===== src/rtl/speedtest_capture_serializer.sv =====
// Speed-test capture: synchronises the classifier OUT bus, stores DEPTH decimated
// snapshots and shifts a selected word out MSB first. Optional macro: FIRST_HIT_EN.
module speedtest_capture_serializer #(
  parameter int WIDTH = 64,
  parameter int DEPTH = 32,
  parameter int CNT_W = 16,
  localparam int AW   = $clog2(DEPTH),
  localparam int BW   = $clog2(WIDTH)
) (
  input  logic             clk,
  input  logic             reset,
  input  logic [WIDTH-1:0] Din,
  input  logic             start,
  input  logic [7:0]       decim,
  input  logic             rd_start,
  input  logic [AW-1:0]    rd_addr,
  output logic             busy,
  output logic             done,
  output logic             sout,
  output logic             sout_valid,
  output logic             sout_last
`ifdef FIRST_HIT_EN
  ,
  output logic [CNT_W-1:0] first_hit_time,
  output logic             first_hit_valid
`endif
);

  typedef enum logic {CAP_IDLE, CAP_RUN}  cap_state_t;
  typedef enum logic {RD_IDLE,  RD_SHIFT} rd_state_t;

  cap_state_t cap_state, cap_next;
  rd_state_t  rd_state,  rd_next;

  logic [WIDTH-1:0] sync1, sync2;
  logic [WIDTH-1:0] mem [DEPTH];
  logic [7:0]       period_m1;
  logic [7:0]       phase;
  logic [AW-1:0]    idx;
  logic             done_q;
  logic [WIDTH-1:0] shreg;
  logic [BW-1:0]    bit_cnt;

  logic start_accept, wr_en, last_wr, last_bit, rd_accept;

  assign start_accept = start && (cap_state == CAP_IDLE);
  assign wr_en        = (cap_state == CAP_RUN) && (phase == 8'd0);
  assign last_wr      = wr_en && (idx == AW'(DEPTH - 1));
  assign last_bit     = (rd_state == RD_SHIFT) && (bit_cnt == BW'(WIDTH - 1));
  // A request on the final bit cycle chains the next word with no gap.
  assign rd_accept    = rd_start && !busy && !start_accept &&
                        ((rd_state == RD_IDLE) || last_bit);

  // Capture FSM
  always_ff @(posedge clk) begin
    if (reset) cap_state <= CAP_IDLE;
    else       cap_state <= cap_next;
  end

  // NOTE: every output and next-state value is defaulted first so no latch is inferred.
  always_comb begin
    cap_next = cap_state;
    busy     = 1'b0;
    case (cap_state)
      CAP_IDLE: if (start) cap_next = CAP_RUN;
      CAP_RUN: begin
        busy = 1'b1;
        if (last_wr) cap_next = CAP_IDLE;
      end
      default: cap_next = CAP_IDLE;
    endcase
  end

  // NOTE: sequential state uses non-blocking assignments only.
  always_ff @(posedge clk) begin
    if (reset) begin
      sync1     <= '0;
      sync2     <= '0;
      period_m1 <= 8'd0;
      phase     <= 8'd0;
      idx       <= '0;
      done_q    <= 1'b0;
    end else begin
      sync1 <= Din;
      sync2 <= sync1;
      if (start_accept) begin
        period_m1 <= (decim == 8'd0) ? 8'd0 : decim - 8'd1;
        phase     <= 8'd0;
        idx       <= '0;
        done_q    <= 1'b0;
      end else if (wr_en) begin
        idx   <= idx + AW'(1);
        phase <= period_m1;
        if (last_wr) done_q <= 1'b1;
      end else if (cap_state == CAP_RUN) begin
        phase <= phase - 8'd1;
      end
    end
  end

  assign done = done_q;

  // NOTE: the snapshot memory has no reset; its contents are only meaningful after a capture.
  always_ff @(posedge clk) begin
    if (wr_en) mem[idx] <= sync2;
  end

  // Readout FSM
  always_ff @(posedge clk) begin
    if (reset) rd_state <= RD_IDLE;
    else       rd_state <= rd_next;
  end

  always_comb begin
    rd_next    = rd_state;
    sout_valid = 1'b0;
    sout       = 1'b0;
    sout_last  = 1'b0;
    case (rd_state)
      RD_IDLE: if (rd_accept) rd_next = RD_SHIFT;
      RD_SHIFT: begin
        sout_valid = 1'b1;
        sout       = shreg[WIDTH-1];
        sout_last  = last_bit;
        if (last_bit) rd_next = rd_accept ? RD_SHIFT : RD_IDLE;
      end
      default: rd_next = RD_IDLE;
    endcase
  end

  always_ff @(posedge clk) begin
    if (reset) begin
      shreg   <= '0;
      bit_cnt <= '0;
    end else if (rd_accept) begin
      shreg   <= mem[rd_addr];
      bit_cnt <= '0;
    end else if (rd_state == RD_SHIFT) begin
      shreg   <= shreg << 1;
      bit_cnt <= bit_cnt + BW'(1);
    end
  end

`ifdef FIRST_HIT_EN
  // Timestamp reads 1 in the cycle after start, so it equals cycles since start.
  logic [CNT_W-1:0] ts_cnt;

  always_ff @(posedge clk) begin
    if (reset) begin
      ts_cnt          <= '0;
      first_hit_time  <= '1;
      first_hit_valid <= 1'b0;
    end else begin
      if (start_accept)     ts_cnt <= CNT_W'(1);
      else if (ts_cnt != '1) ts_cnt <= ts_cnt + CNT_W'(1);

      if (start_accept) begin
        first_hit_time  <= '1;
        first_hit_valid <= 1'b0;
      end else if ((cap_state == CAP_RUN) && !first_hit_valid && (|sync2)) begin
        first_hit_time  <= ts_cnt;
        first_hit_valid <= 1'b1;
      end
    end
  end
`endif

endmodule


===== config.mk =====
export PLATFORM = sky130hd
export DESIGN_NAME = speedtest_capture_serializer
export DESIGN_NICKNAME = d
export VERILOG_FILES = /design/src/rtl/speedtest_capture_serializer.sv
export SDC_FILE = /design/constraint.sdc
export NUM_CORES = 2
export LEC_CHECK = 0
export CORE_ASPECT_RATIO = 1.25
export CORE_UTILIZATION = 41
export DETAILED_ROUTE_END_ITERATION = 8
export GPL_TIMING_DRIVEN = 0
export HOLD_SLACK_MARGIN = 0.1
export PLACE_DENSITY = 0.63
export SLEW_MARGIN = 20
export SYNTH_ARGS = -nofsm -noshare
export SYNTH_HDL_FRONTEND = slang
export SYNTH_SLANG_ARGS = --single-unit

===== constraint.sdc =====
create_clock -name clk -period 10.85 [get_ports clk]
set_input_delay 2.17 -clock clk [delete_from_list [all_inputs] [get_ports clk]]
set_output_delay 2.17 -clock clk [all_outputs]
set_load 0.01 [all_outputs]

## Word-level counts from Yosys, hierarchy flattened

Memory sizes are Yosys's and may differ from the RTL's.
Cells that the tools add are included.

- Mux-type cells: 17
- Reductions and logical operators: 17
- Add/sub/neg operators: 4
- Eq/ne operators: 2
- Bitwise operators: 2

Operators by type and width:

| operator | number |
|---|---|
| 64-bit two-way mux | 2 |
| 8-bit two-way mux | 3 |
| 8-bit logical NOT | 2 |
| 8-bit by 1-bit subtractor with 8-bit output, second input constant | 2 |
| 1-bit two-way mux | 10 |
| 1-bit logical AND | 7 |
| 6-bit by 1-bit adder with 6-bit output, second input constant | 1 |
| 6-bit equality test, second input constant | 1 |
| 5-bit by 1-bit adder with 5-bit output, second input constant | 1 |
| 5-bit equality test, second input constant | 1 |
| 1-bit case mux with 2 select lines | 2 |
| 2-bit nonzero test | 2 |
| 2-bit OR reduction | 2 |
| 1-bit logical NOT | 2 |
| 1-bit inverter | 2 |
| 2-bit AND reduction | 1 |
| 1-bit logical OR | 1 |

- Word-level logic and storage cells: 53
- Memories: 1
- Input port bits: 81
- Register bits: 222
- Output and inout bits: 5
- RAM bits: 2048

Memory list:

| memory | words | width | rd ports | clocked after memory_dff | wr ports | line | RTL |
|---|---|---|---|---|---|---|---|
| mem | 32 | 64 | 1 | 0 | 1 | 36 | `logic [WIDTH-1:0] mem [DEPTH];` |

## Logic depth before layout (Yosys ltp)

- Depth in word-level cells: 8
- Gate-level depth with buffers: 9
- Gate-level depth less buffers: 7

## Worst setup path before layout

No wires, ideal clock.

- Path kind: register to register
- From: register cap_state
- To: memory mem[14][0] (enable)
- Buffers on the path: 2
- Period minus slack after synthesis: 4.863 ns
- Path slack: 5.987 ns
- Cell stages (with the launch flop): 7
- Data arrival time: 4.377 ns
- Library setup time: 0.487 ns
- Data required time: 10.363 ns
- Cell sequence: dfxtp_1 > buf_2 > nand4bb_1 > nor4b_1 > clkbuf_1 > nand2_1 > nor2_1

- Longest elaborated chain between the ends: 3

Ends and longest elaborated chain:

| item | line | RTL |
|---|---|---|
| start: declaration | 32 | `cap_state_t cap_state, cap_next;` |
| start signal: assignment | 57 | `else cap_state <= cap_next;` |
| 1-bit logical AND | 47 | `assign wr_en = (cap_state == CAP_RUN) && (phase == 8'd0);` |
| 1-bit two-way mux | 105 | `if (wr_en) mem[idx] <= sync2;` |
| 1-bit two-way mux (implied by the code) | 105 |  |
| end: declaration | 36 |  |

Every way passes these cells.

## Worst setup path after layout

- From: input port rd_addr[1]
- To: register shreg[1]

- Longest elaborated chain between the ends: 2

Ends and longest elaborated chain:

| item | line | RTL |
|---|---|---|
| start: declaration | 16 | `input logic [AW-1:0] rd_addr,` |
| memory read 32 x 64 bit | - |  |
| 64-bit two-way mux | 135 | `end else if (rd_accept) begin` |
| end signal: assignment | 136 | `shreg <= mem[rd_addr];` |
| end signal: assignment | 139 | `shreg <= shreg << 1;` |
| end: declaration | 41 | `logic [WIDTH-1:0] shreg;` |

Every way passes these cells.
A chain may end at the register's enable or synchronous reset.

==> results.py <==
metrics = {
    "setup_path": {
        "slowest_delay_ns": 1.08,
        "crit_slowest_cell": "a2111oi_1",
        "path_cells": "clkdlybuf4s50_1, buf_4, buf_2, buf_1, mux4_2, a22oi_1, o21ai_1, a2111oi_1, nor4_1",
        "crit_family": "buffers and inverters",
        "crit_type": "primary input to flop",
        "end_kind": "flop",
        "cp.arrival_ns": 6.53,
        "cp.required_ns": 11.57,
        "worst-path-buf-inv": 4,
        "critPathLaunchType": "primary input",
        "cp_max_fo": 10,
    },
    "placed_design": {
        "io_buffers": 84,
        "gp_congestion": 0.853,
        "hpwl_mm": 157,
        "place_area_um2": 93300,
    },
    "logic_synthesis": {
        "yosys.area.top_type": "edfxtp_1",
        "ys.flop_type": "edfxtp_1",
        "synth.avg_cell_area_um2": 20.0,
        "synth_seq_area_share_pct": 76.9,
        "synth-edff-count": 2048,
        "synth_cell_types": 48,
        "syn-cell-area_um2": 85800,
        "async_reset_ff_share_pct": 0,
        "syn_inst": 4280,
        "ys_top_cells_by_area": "edfxtp_1 (72%), mux4_2 (10%), dfxtp_1 (5.2%), mux2i_1 (3.2%), nor2b_1 (1.4%)",
        "yosys_warnings": 0,
        "ys_ff_latch": 2270,
        "synth.net_count": 4370,
        "yosysTopAreaCellShare_pct": 71.7,
    },
    "finish": {
        "post_route_cells_drive_above_1_share_pct": 24.0,
        "final_nets": 4812,
        "stdcell_area_um2": 100000,
        "final_common_cell": "edfxtp_1",
        "mostFrequentLayoutCells": "edfxtp_1 (2,048), mux4_2 (386), mux2i_1 (274)",
        "syn_to_final_growth_pct": 16.9,
    },
    "timing": {
        "max-slew-margin-rel_pct": 15.4,
        "fin_crit_ns": 5.80,
        "finalClockSkew_ns": 0.0650,
        "max_slew.worst_pin.slew_ns": 1.27,
        "finalCritPeriodShare_pct": 53.5,
        "drv_slew": 0,
        "tns_ns": 0,
        "setup_viol": 0,
        "rsz0062_at_grt": "no",
        "hold_violations": 0,
        "timing.fmax_mhz": 172,
    },
    "route": {
        "drcViolationCount": 0,
        "routed_via_density": 5.73,
        "drtAntennaViolNets": 0,
        "drt-initial-drc-count": 5432,
        "via_count": 43900,
        "drt-total-wl_mm": 226,
        "wl_per_cell_um": 29.6,
        "dr.pass1.iters": 5,
    },
    "power_and_ir_drop": {
        "p_sw_mw": 3.93,
        "combPwrFrac_pct": 4.9,
        "pwr-share-seq_pct": 54.0,
        "p_leak_nw": 32.6,
        "powerDensity_nw_per_um2": 179,
        "p_total_mw": 17.9,
        "internal-power_mw": 14.0,
        "pwr-share-clk_pct": 41.1,
        "irDropWorstVdd_mv": 0.187,
        "swShare_pct": 21.9,
    },
    "global_routing": {
        "grt_pass1_vias": 44500,
        "grt_max_degree": 33,
        "grt_pass1_wl_mm": 322,
        "antenna_found_initial": 13,
        "gr-total-overflow": 0,
        "grt_usage_pct": 21.4,
    },
    "cts": {
        "cts_setup_buffers": 0,
        "worstSkewPairLatency_ns": 0.88,
        "cts_max_level": 4,
        "post_cts_resized": 0,
        "cts_root_buf": "clkbuf_16",
        "clkSinkCount": 2270,
        "clk_pin_slew_ns": 0.06,
        "cts_tree": "yes",
        "cts_hold_buffers": 0,
        "ctsLongestPathBuffers": 3,
        "cts_inserted_buffers": 217,
    },
    "floorplanning": {
        "dieWidth_um": 411,
        "pin_count": 86,
        "die_h_um": 513,
        "core_area_um2": 208000,
        "num_rows": 187,
        "die_area_um2": 211000,
        "initial_core_util_pct": 41.3,
    },
    "status": {
        "status": "finished clean",
    },
    "worst_hold_path": {
        "holdCritPathClass": "flop to flop",
    },
    "flow_run": {
        "max_cap_violations": 0,
    },
}
worst register-to-register path, stage by stage (launching register included):
cell and delay, ns:
dfxtp_1 0.39, buf_2 0.25, nand4bb_1 0.23, nor4b_1 0.76, clkbuf_1 0.44, nand2_1 0.60, nor2_4 0.62, buf_12 0.26
buf_12 0.23, buf_16 0.19
sequential cells by signal (all words and copies together) (netlist names), 5 cells and up:
register / count
mem: 2048
shreg: 64
sync1: 64
sync2: 64
period_m1: 8
phase: 8
bit_cnt: 6
idx: 5
per-layer routing:
layer	vias up	track usage (%)	share of wire [%]
met5	-	0	0.019
met4	8	8.71	4.2
met3	421	3.47	6.8
met2	1810	35.9	50
met1	23300	27.7	39
li1	18300	-	-
synth_stat cells (60+ instances only):
cell,number
clkbuf_1,108
mux4_2,386
buf_2,77
dfxtp_1,222
nor2_1,240
a22oi_1,65
nor2b_1,186
edfxtp_1,2048
a211oi_1,60
o22ai_1,98
mux2i_1,274
nand2_1,66
layout make-up:
cell class / count / area [um^2]
clock inverters: 108 / 936
inverters: 8 / 30.0
fillers: 17100 / 107000
clock buffers: 300 / 6010
flip-flops and latches: 2270 / 66000
plain buffers: 255 / 1300
multi-input cells: 1747 / 18900
diodes: 1 / 2.50
well taps: 2740 / 3430
repair buffers: 223 / 3750
path summary, 6_finish.rpt:
path | cells past startpoint | startpoint | endpoint | slack (ns)
hold reg to reg | 1 | sync1[14] | sync2[14] | 0.44
hold / removal | 1 | sync1[14] | sync2[14] | 0.44
setup reg to reg | 9 | cap_state | mem[30][38] | 6.60
setup / recovery | 9 | rd_addr[1] | shreg[1] | 5.05
power by group through the flow:
stage               Clock, mW  Combinational (mW)  Sequential (mW)
floorplan                   0               0.528             9.82
global placement            0               0.841             9.87
detailed placement          0               0.873             9.88
CTS                      7.46               0.877             9.69
global route             7.79               0.919             9.70
finish                   7.37               0.872             9.69
cells by family (layout without fill, tap and decap cells):
| family | Yosys count | in the layout | synth area share [%] |
|---|---|---|---|
| flops | 2270 | 2270 | 76.9 |
| mux | 719 | 719 | 14.1 |
| simple gates | 594 | 594 | 3.45 |
| compound gates | 411 | 411 | 3.76 |
| buf+inv | 263 | 894 | 1.53 |
| xor+xnor | 14 | 14 | 0.143 |
| fa+ha+maj | 9 | 9 | 0.131 |
| other cells | 0 | 1 | 0 |
stage by stage:
| stage | cells | utilization, % | hold WS (ns) | setup WS, ns |
|---|---|---|---|---|
| final | 7652 | 48.3 | 0.436 | 5.05 |
| after global routing | 7652 | 48.3 | 0.442 | 4.97 |
| after CTS | 7650 | 48.3 | 0.440 | 5.12 |
| after detailed placement | 7242 | 44.9 | 0.423 | 4.20 |
| after global placement | 7104 | 43.3 | 0.419 | 1.02 |
| after floorplan | 4280 | - | 0.414 | 5.99 |
No activity file was read; power rests on OpenSTA's default activity.
